## config.mk

```make
export PLATFORM = sky130hd
export DESIGN_NAME = mem_data_arbiter
export DESIGN_NICKNAME = d
export VERILOG_FILES = /design/src/rtl/mem_data_arbiter.sv
export SDC_FILE = /design/constraint.sdc
export NUM_CORES = 1
export LEC_CHECK = 0
export ABC_AREA = 1
export BUFFER_PORTS_ARGS = -buffer_cell sky130_fd_sc_hd__buf_4
export CAP_MARGIN = 10
export CELL_PAD_IN_SITES_DETAIL_PLACEMENT = 1
export CELL_PAD_IN_SITES_GLOBAL_PLACEMENT = 1
export CORE_UTILIZATION = 26
export CTS_CLUSTER_DIAMETER = 200
export DETAILED_ROUTE_END_ITERATION = 12
export HOLD_SLACK_MARGIN = 0.12
export PLACE_DENSITY_LB_ADDON = 0.1
export SYNTH_ARGS = -nofsm -noshare
export SYNTH_HDL_FRONTEND = slang
export SYNTH_SLANG_ARGS = --single-unit
```

## constraint.sdc

```tcl
create_clock -name i_clk -period 1.92 [get_ports i_clk]
set_input_delay 0.192 -clock i_clk [delete_from_list [all_inputs] [get_ports i_clk]]
set_output_delay 0.192 -clock i_clk [all_outputs]
set_load 0.03 [all_outputs]
```

## src/rtl/mem_data_arbiter.sv

```systemverilog
// Arbitrates the single-port data memory between the core (priority) and an external requester.
// Optional statistics counters are enabled with `define MEM_DATA_ARBITER_STATS_EN.
module mem_data_arbiter #(
    parameter int unsigned p_WORD_LEN   = 16,
    parameter int unsigned p_ADDR_LEN   = 10,
    parameter int unsigned p_STARVE_MAX = 4
) (
    input  logic                  i_clk,
    input  logic                  i_rst_n,
    input  logic                  i_c_req,
    input  logic [15:0]           i_c_addr,
    input  logic                  i_c_wr_en,
    input  logic [p_WORD_LEN-1:0] i_c_wr_data,
    output logic                  o_c_stall,
    output logic                  o_c_rd_valid,
    output logic [p_WORD_LEN-1:0] o_c_rd_data,
    input  logic                  i_e_req,
    input  logic [15:0]           i_e_addr,
    input  logic                  i_e_wr_en,
    input  logic [p_WORD_LEN-1:0] i_e_wr_data,
    output logic                  o_e_ack,
    output logic                  o_e_rd_valid,
    output logic [p_WORD_LEN-1:0] o_e_rd_data,
    output logic [p_ADDR_LEN-1:0] o_mem_addr,
    output logic                  o_mem_wr_en,
    output logic [p_WORD_LEN-1:0] o_mem_wr_data,
    input  logic [p_WORD_LEN-1:0] i_mem_rd_data
`ifdef MEM_DATA_ARBITER_STATS_EN
    ,
    output logic [15:0]           o_stat_c_stall_cnt,
    output logic [15:0]           o_stat_e_grant_cnt
`endif
);

    localparam int unsigned CNT_W  = 4;
    localparam int unsigned ADDR_W = 16;

    typedef enum logic [1:0] {
        TAG_NONE = 2'd0,
        TAG_CORE = 2'd1,
        TAG_EXT  = 2'd2
    } tag_e;

    tag_e                  tag_q, tag_d;
    logic                  rng_q, rng_d;
    logic [CNT_W-1:0]      starve_cnt_q, starve_cnt_d;
    logic [p_WORD_LEN-1:0] c_rd_data_q, c_rd_data_d;
    logic [p_WORD_LEN-1:0] e_rd_data_q, e_rd_data_d;

    logic                  c_grant;
    logic                  e_grant;
    logic                  starve_hit;
    logic                  in_range;
    logic                  sel_wr_en;
    logic [ADDR_W-1:0]     sel_addr;
    logic [p_WORD_LEN-1:0] sel_wr_data;
    logic [p_WORD_LEN-1:0] rsp_data;

    // Grant, memory-side mux and response/starvation next state
    always_comb begin
        starve_hit   = i_e_req && (starve_cnt_q == CNT_W'(p_STARVE_MAX));
        c_grant      = i_c_req && !starve_hit;
        e_grant      = i_e_req && !c_grant;
        sel_addr     = '0;
        sel_wr_en    = 1'b0;
        sel_wr_data  = '0;
        if (c_grant) begin
            sel_addr    = i_c_addr;
            sel_wr_en   = i_c_wr_en;
            sel_wr_data = i_c_wr_data;
        end else if (e_grant) begin
            sel_addr    = i_e_addr;
            sel_wr_en   = i_e_wr_en;
            sel_wr_data = i_e_wr_data;
        end
        in_range      = (sel_addr >> p_ADDR_LEN) == '0;
        o_mem_addr    = sel_addr[p_ADDR_LEN-1:0];
        o_mem_wr_data = sel_wr_data;
        o_mem_wr_en   = sel_wr_en && in_range;
        o_c_stall     = i_c_req && !c_grant;
        o_e_ack       = e_grant;

        tag_d = TAG_NONE;
        rng_d = 1'b0;
        if (c_grant && !i_c_wr_en) begin
            tag_d = TAG_CORE;
            rng_d = in_range;
        end else if (e_grant && !i_e_wr_en) begin
            tag_d = TAG_EXT;
            rng_d = in_range;
        end

        starve_cnt_d = starve_cnt_q;
        if (!i_e_req || e_grant) begin
            starve_cnt_d = '0;
        end else if (c_grant && (starve_cnt_q < CNT_W'(p_STARVE_MAX))) begin
            starve_cnt_d = starve_cnt_q + CNT_W'(1);
        end

        // Out-of-range reads return zero instead of aliased memory contents
        rsp_data     = rng_q ? i_mem_rd_data : '0;
        o_c_rd_valid = (tag_q == TAG_CORE);
        o_e_rd_valid = (tag_q == TAG_EXT);
        o_c_rd_data  = o_c_rd_valid ? rsp_data : c_rd_data_q;
        o_e_rd_data  = o_e_rd_valid ? rsp_data : e_rd_data_q;
        c_rd_data_d  = o_c_rd_data;
        e_rd_data_d  = o_e_rd_data;
    end

    always_ff @(posedge i_clk or negedge i_rst_n) begin
        if (!i_rst_n) begin
            tag_q        <= TAG_NONE;
            rng_q        <= 1'b0;
            starve_cnt_q <= '0;
            c_rd_data_q  <= '0;
            e_rd_data_q  <= '0;
        end else begin
            tag_q        <= tag_d;
            rng_q        <= rng_d;
            starve_cnt_q <= starve_cnt_d;
            c_rd_data_q  <= c_rd_data_d;
            e_rd_data_q  <= e_rd_data_d;
        end
    end

`ifdef MEM_DATA_ARBITER_STATS_EN
    logic [15:0] stat_c_stall_q, stat_c_stall_d;
    logic [15:0] stat_e_grant_q, stat_e_grant_d;

    // Saturating event counters
    always_comb begin
        stat_c_stall_d = stat_c_stall_q;
        stat_e_grant_d = stat_e_grant_q;
        if (o_c_stall && (stat_c_stall_q != 16'hFFFF)) stat_c_stall_d = stat_c_stall_q + 16'd1;
        if (e_grant && (stat_e_grant_q != 16'hFFFF)) stat_e_grant_d = stat_e_grant_q + 16'd1;
    end

    always_ff @(posedge i_clk or negedge i_rst_n) begin
        if (!i_rst_n) begin
            stat_c_stall_q <= '0;
            stat_e_grant_q <= '0;
        end else begin
            stat_c_stall_q <= stat_c_stall_d;
            stat_e_grant_q <= stat_e_grant_d;
        end
    end

    assign o_stat_c_stall_cnt = stat_c_stall_q;
    assign o_stat_e_grant_cnt = stat_e_grant_q;
`endif

endmodule

```

==> impl_metrics.yaml <==
floorplanning:
  start_util_pct: 26.9
  design.die.area_mm2: 0.00790
  rows: 31
  placeableCoreArea_mm2: 0.00729
  die_height_um: 88.9
  floorplan.die.width_um: 88.9
  io_pins: 149
run:
  cap_viol_max_count: 0
timing:
  pin_slew_with_the_least_headroom_to_its_limit_ps: 500
  max_clock_freq_mhz: 520
  relSlewSlack_pct: 66.7
  finalMaxSlewViolations: 0
  clock_skew_ps: 4.26
  timing.final.ws_setup_ps: -3.34
  report.final.hold_viol_count: 0
  rsz0062_at_grt: "yes"
  layout_worst_path_cycle_share_pct: 100
  time_the_worst_path_needs_with_i_o_delays_and_setup_ps: 1920
  setup_viol: 1
yosys:
  synth_nets: 353
  post_synth_instance_area_mm2: 0.00196
  synth.mux.area_fraction_pct: 0
  ys_ff_latch: 39
  netlist_instances: 265
  synth_simple_gate_area_share_pct: 32.6
  synth.distinct_cells: 16
  main_combinational_cell_family_by_area_after_synthesis: "simple AND/OR/NAND/NOR gates"
  post_synth.cell_area_avg_um2: 7.41
  share_of_the_synthesized_area_in_compound_gates_ao_oa_aoi_oai_pct: 8.92
  synthXorXnorAreaFrac_pct: 0.446
  synth_seq_area_share_pct: 49.7
  synth_fa_ha_area_share_pct: 1.27
  yosysWarnings: 0
route:
  wl_per_cell_um: 14.1
  antenna_violating_nets_post_route: 0
  drtIter0Drc: 21
  postRouteWirelength_um: 7400
  post_drt_via_cell_ratio: 4.59
  number_of_vias_after_detailed_routing: 2413
  drcViolationCount: 0
  drt_first_pass_iters: 4
placement:
  count_of_buffers_inserted_at_the_top_level_ports: 148
  place_worst_setup_slack_ps: 0.0971
  place_hpwl_um: 5220
  gp_routability_congestion: 0.746
cts:
  ctsHtreeMaxLevel: 2
  clock_sink_count: 39
  tritoncts: "built"
  clkSlewWorstSetupHoldPaths_ps: 70
  worst_skew_pair.late_latency_ps: 290
  clock-root-buffer: "clkbuf_8"
  cts.path.max_buffers: 2
  cts_made_buffers: 5
power_and_ir_drop:
  power_density_mw_per_mm2: 780
  worst_ir_drop_vdd_v: 0.000285
  total_leakage_power_uw: 0.00194
worst_setup_path:
  crit_path_top_delay_cell: "dfrtp_1"
  crit_family: "simple AND/OR/NAND/NOR gates"
  critical_path.startpoint_type: "flip-flop"
  crit_path_required_time_ps: 1730
  cell_count_along_the_critical_path: 11
  crit_path_cell_trace: "inv_2 -> ha_4 -> nand2_2 -> inv_2 -> nand2_4 -> nand2_4 -> nand2_8 -> clkinv_8 -> nand2_1 -> nand2_1 -> buf_6"
  path_buf_inv: 4
  worstSetupPathType: "reg2out"
  slowest_delay_ps: 390
  worst-r2r-cell-count: 12
  worstPathMaxFanout: 7
  critical_path_end_type: "output pin"
  worst_path_arrival_time_ps: 1730
status:
  status: "finished with violations"
  violations: "negative setup slack"
layout:
  fillers: 930
  nets: 514
  multi_input_comb_area_um2: 943
  drive_above_1_share_pct: 47.5
  diodes: 0
  post-route-util_pct: 50.8
  final-seq-area_um2: 976
  layout_stage_area_growth_over_the_synthesis_result_pct: 88.5
global_routing:
  global_route_wire_length_before_repair_um: 10900
  globalRoute.totalOverflow: 0
  grt_util_all_layers_pct: 18.1
  grt_antenna_before_repair: 0
  first_global_vias: 2341
  maximum_number_of_pins_on_one_net_before_global_route_repair: 40
hold_path:
  timing.hold.worst_path_depth: 3
  worst_hold_path_type: "in2reg"
==> power breakdown <==
| part | switching [uW] | internal, uW | leakage (uW) |
|---|---|---|---|
| clock network | 279 | 519 | 0.0000654 |
| registers | 33.8 | 941 | 0.000468 |
| logic | 660 | 452 | 0.00140 |
==> path summary, 6_finish.rpt <==
kind | start | to | slack [ps]
worst max-delay path | starve_cnt_q[1] | o_mem_wr_data[10] | -3
worst min-delay path | i_e_req | starve_cnt_q[3] | 190
worst max register to register | starve_cnt_q[1] | rng_q | 340
worst min register to register | c_rd_data_q[15] | c_rd_data_q[15] | 550
max in group asynchronous | i_rst_n | e_rd_data_q[14] | 1150
min in group asynchronous | i_rst_n | c_rd_data_q[12] | 420
==> cells in the final DEF, fill, tap and decap left out, drive strengths merged <==
cell type | synthesis | final
buf | 10 | 166
nand2 | 75 | 75
nor2 | 49 | 49
dfrtp | 39 | 39
a21oi | 34 | 34
nand3 | 33 | 33
inv | 13 | 14
clkbuf | 6 | 6
clkinv | 1 | 3
bufinv | 0 | 2
ha | 2 | 2
o21ai | 1 | 1
nand3b | 1 | 1
xor2 | 1 | 1
dlygate4sd3 | 0 | 1
==> metrics by stage <==
| stage | hold WS, ps | setup TNS (ps) | power [uW] | area [um2] | std cells |
|---|---|---|---|---|---|
| detailed placement | 199 | 0 | 2040 | 3180 | 501 |
| floorplan | -104 | 0 | 1570 | 1960 | 265 |
| global placement | 198 | 0 | 2010 | 3180 | 501 |
| finish | 195 | -3.34 | 2890 | 3700 | 526 |
| CTS | 185 | -6.85 | 2880 | 3490 | 520 |
| global route | 194 | -1810 | 3050 | 3700 | 526 |
==> final cells by class <==
class | count | share of cell area, %
well taps | 99 | 3.35
repair buffers | 167 | 38.3
clock inverters | 2 | 1.62
flip-flops and latches | 39 | 26.4
clock buffers | 6 | 1.96
multi-input cells | 196 | 25.5
repair inverters | 3 | 1.18
inverters | 14 | 1.76
==> timing repair <==
action,4_1_cts,5_1_grt
endpoints found under the setup margin,28,29
buffers inserted,7,5
endpoints found under the hold margin,39,0
resized for setup,14,48
cloned,3,1
pin swaps,1,4
hold buffers,1,0
==> cells in the mapped netlist <==
master	n	share of area, %
nand2_1	74	14
nor2_1	49	9.4
dfrtp_1	39	50
a21oi_1	34	8.7
nand3_1	33	8.4
inv_1	13	2.5
buf_2	7	1.8
clkbuf_1	6	1.1
buf_6	2	1.1
ha_1	2	1.3
buf_1	1	0.19
clkinv_2	1	0.25
nand2_2	1	0.32
nand3b_1	1	0.38
o21ai_0	1	0.25
xor2_1	1	0.45
==> metal layers <==
metal	share of wire (%)	up-vias	global-route usage, %
li1	-	1163	-
met1	38	1138	19.6
met2	51	105	32.2
met3	9.2	7	7.48
met4	1.2	0	6.01
met5	0	-	0
==> flip-flops by register name, summed over array words and instances, names as in the netlist <==
signal,flops
c_rd_data_q,16
e_rd_data_q,16
starve_cnt_q,4
tag_q,2
rng_q,1
==> tightest hold or removal path: stages <==
cell and delay (ps):
buf_4 150, nand3_1 70, inv_1 30
==> cells by family after synthesis <==
| kind of cell | count (synthesis) |
|---|---|
| flip-flops | 39 |
| adder cells (fa/ha/maj) | 2 |
| AO/OA/AOI/OAI | 35 |
| XOR/XNOR | 1 |
| AND/OR/NAND/NOR | 158 |
| buffers and inverters | 30 |
Note: power is estimated with default switching activity, not from simulation.
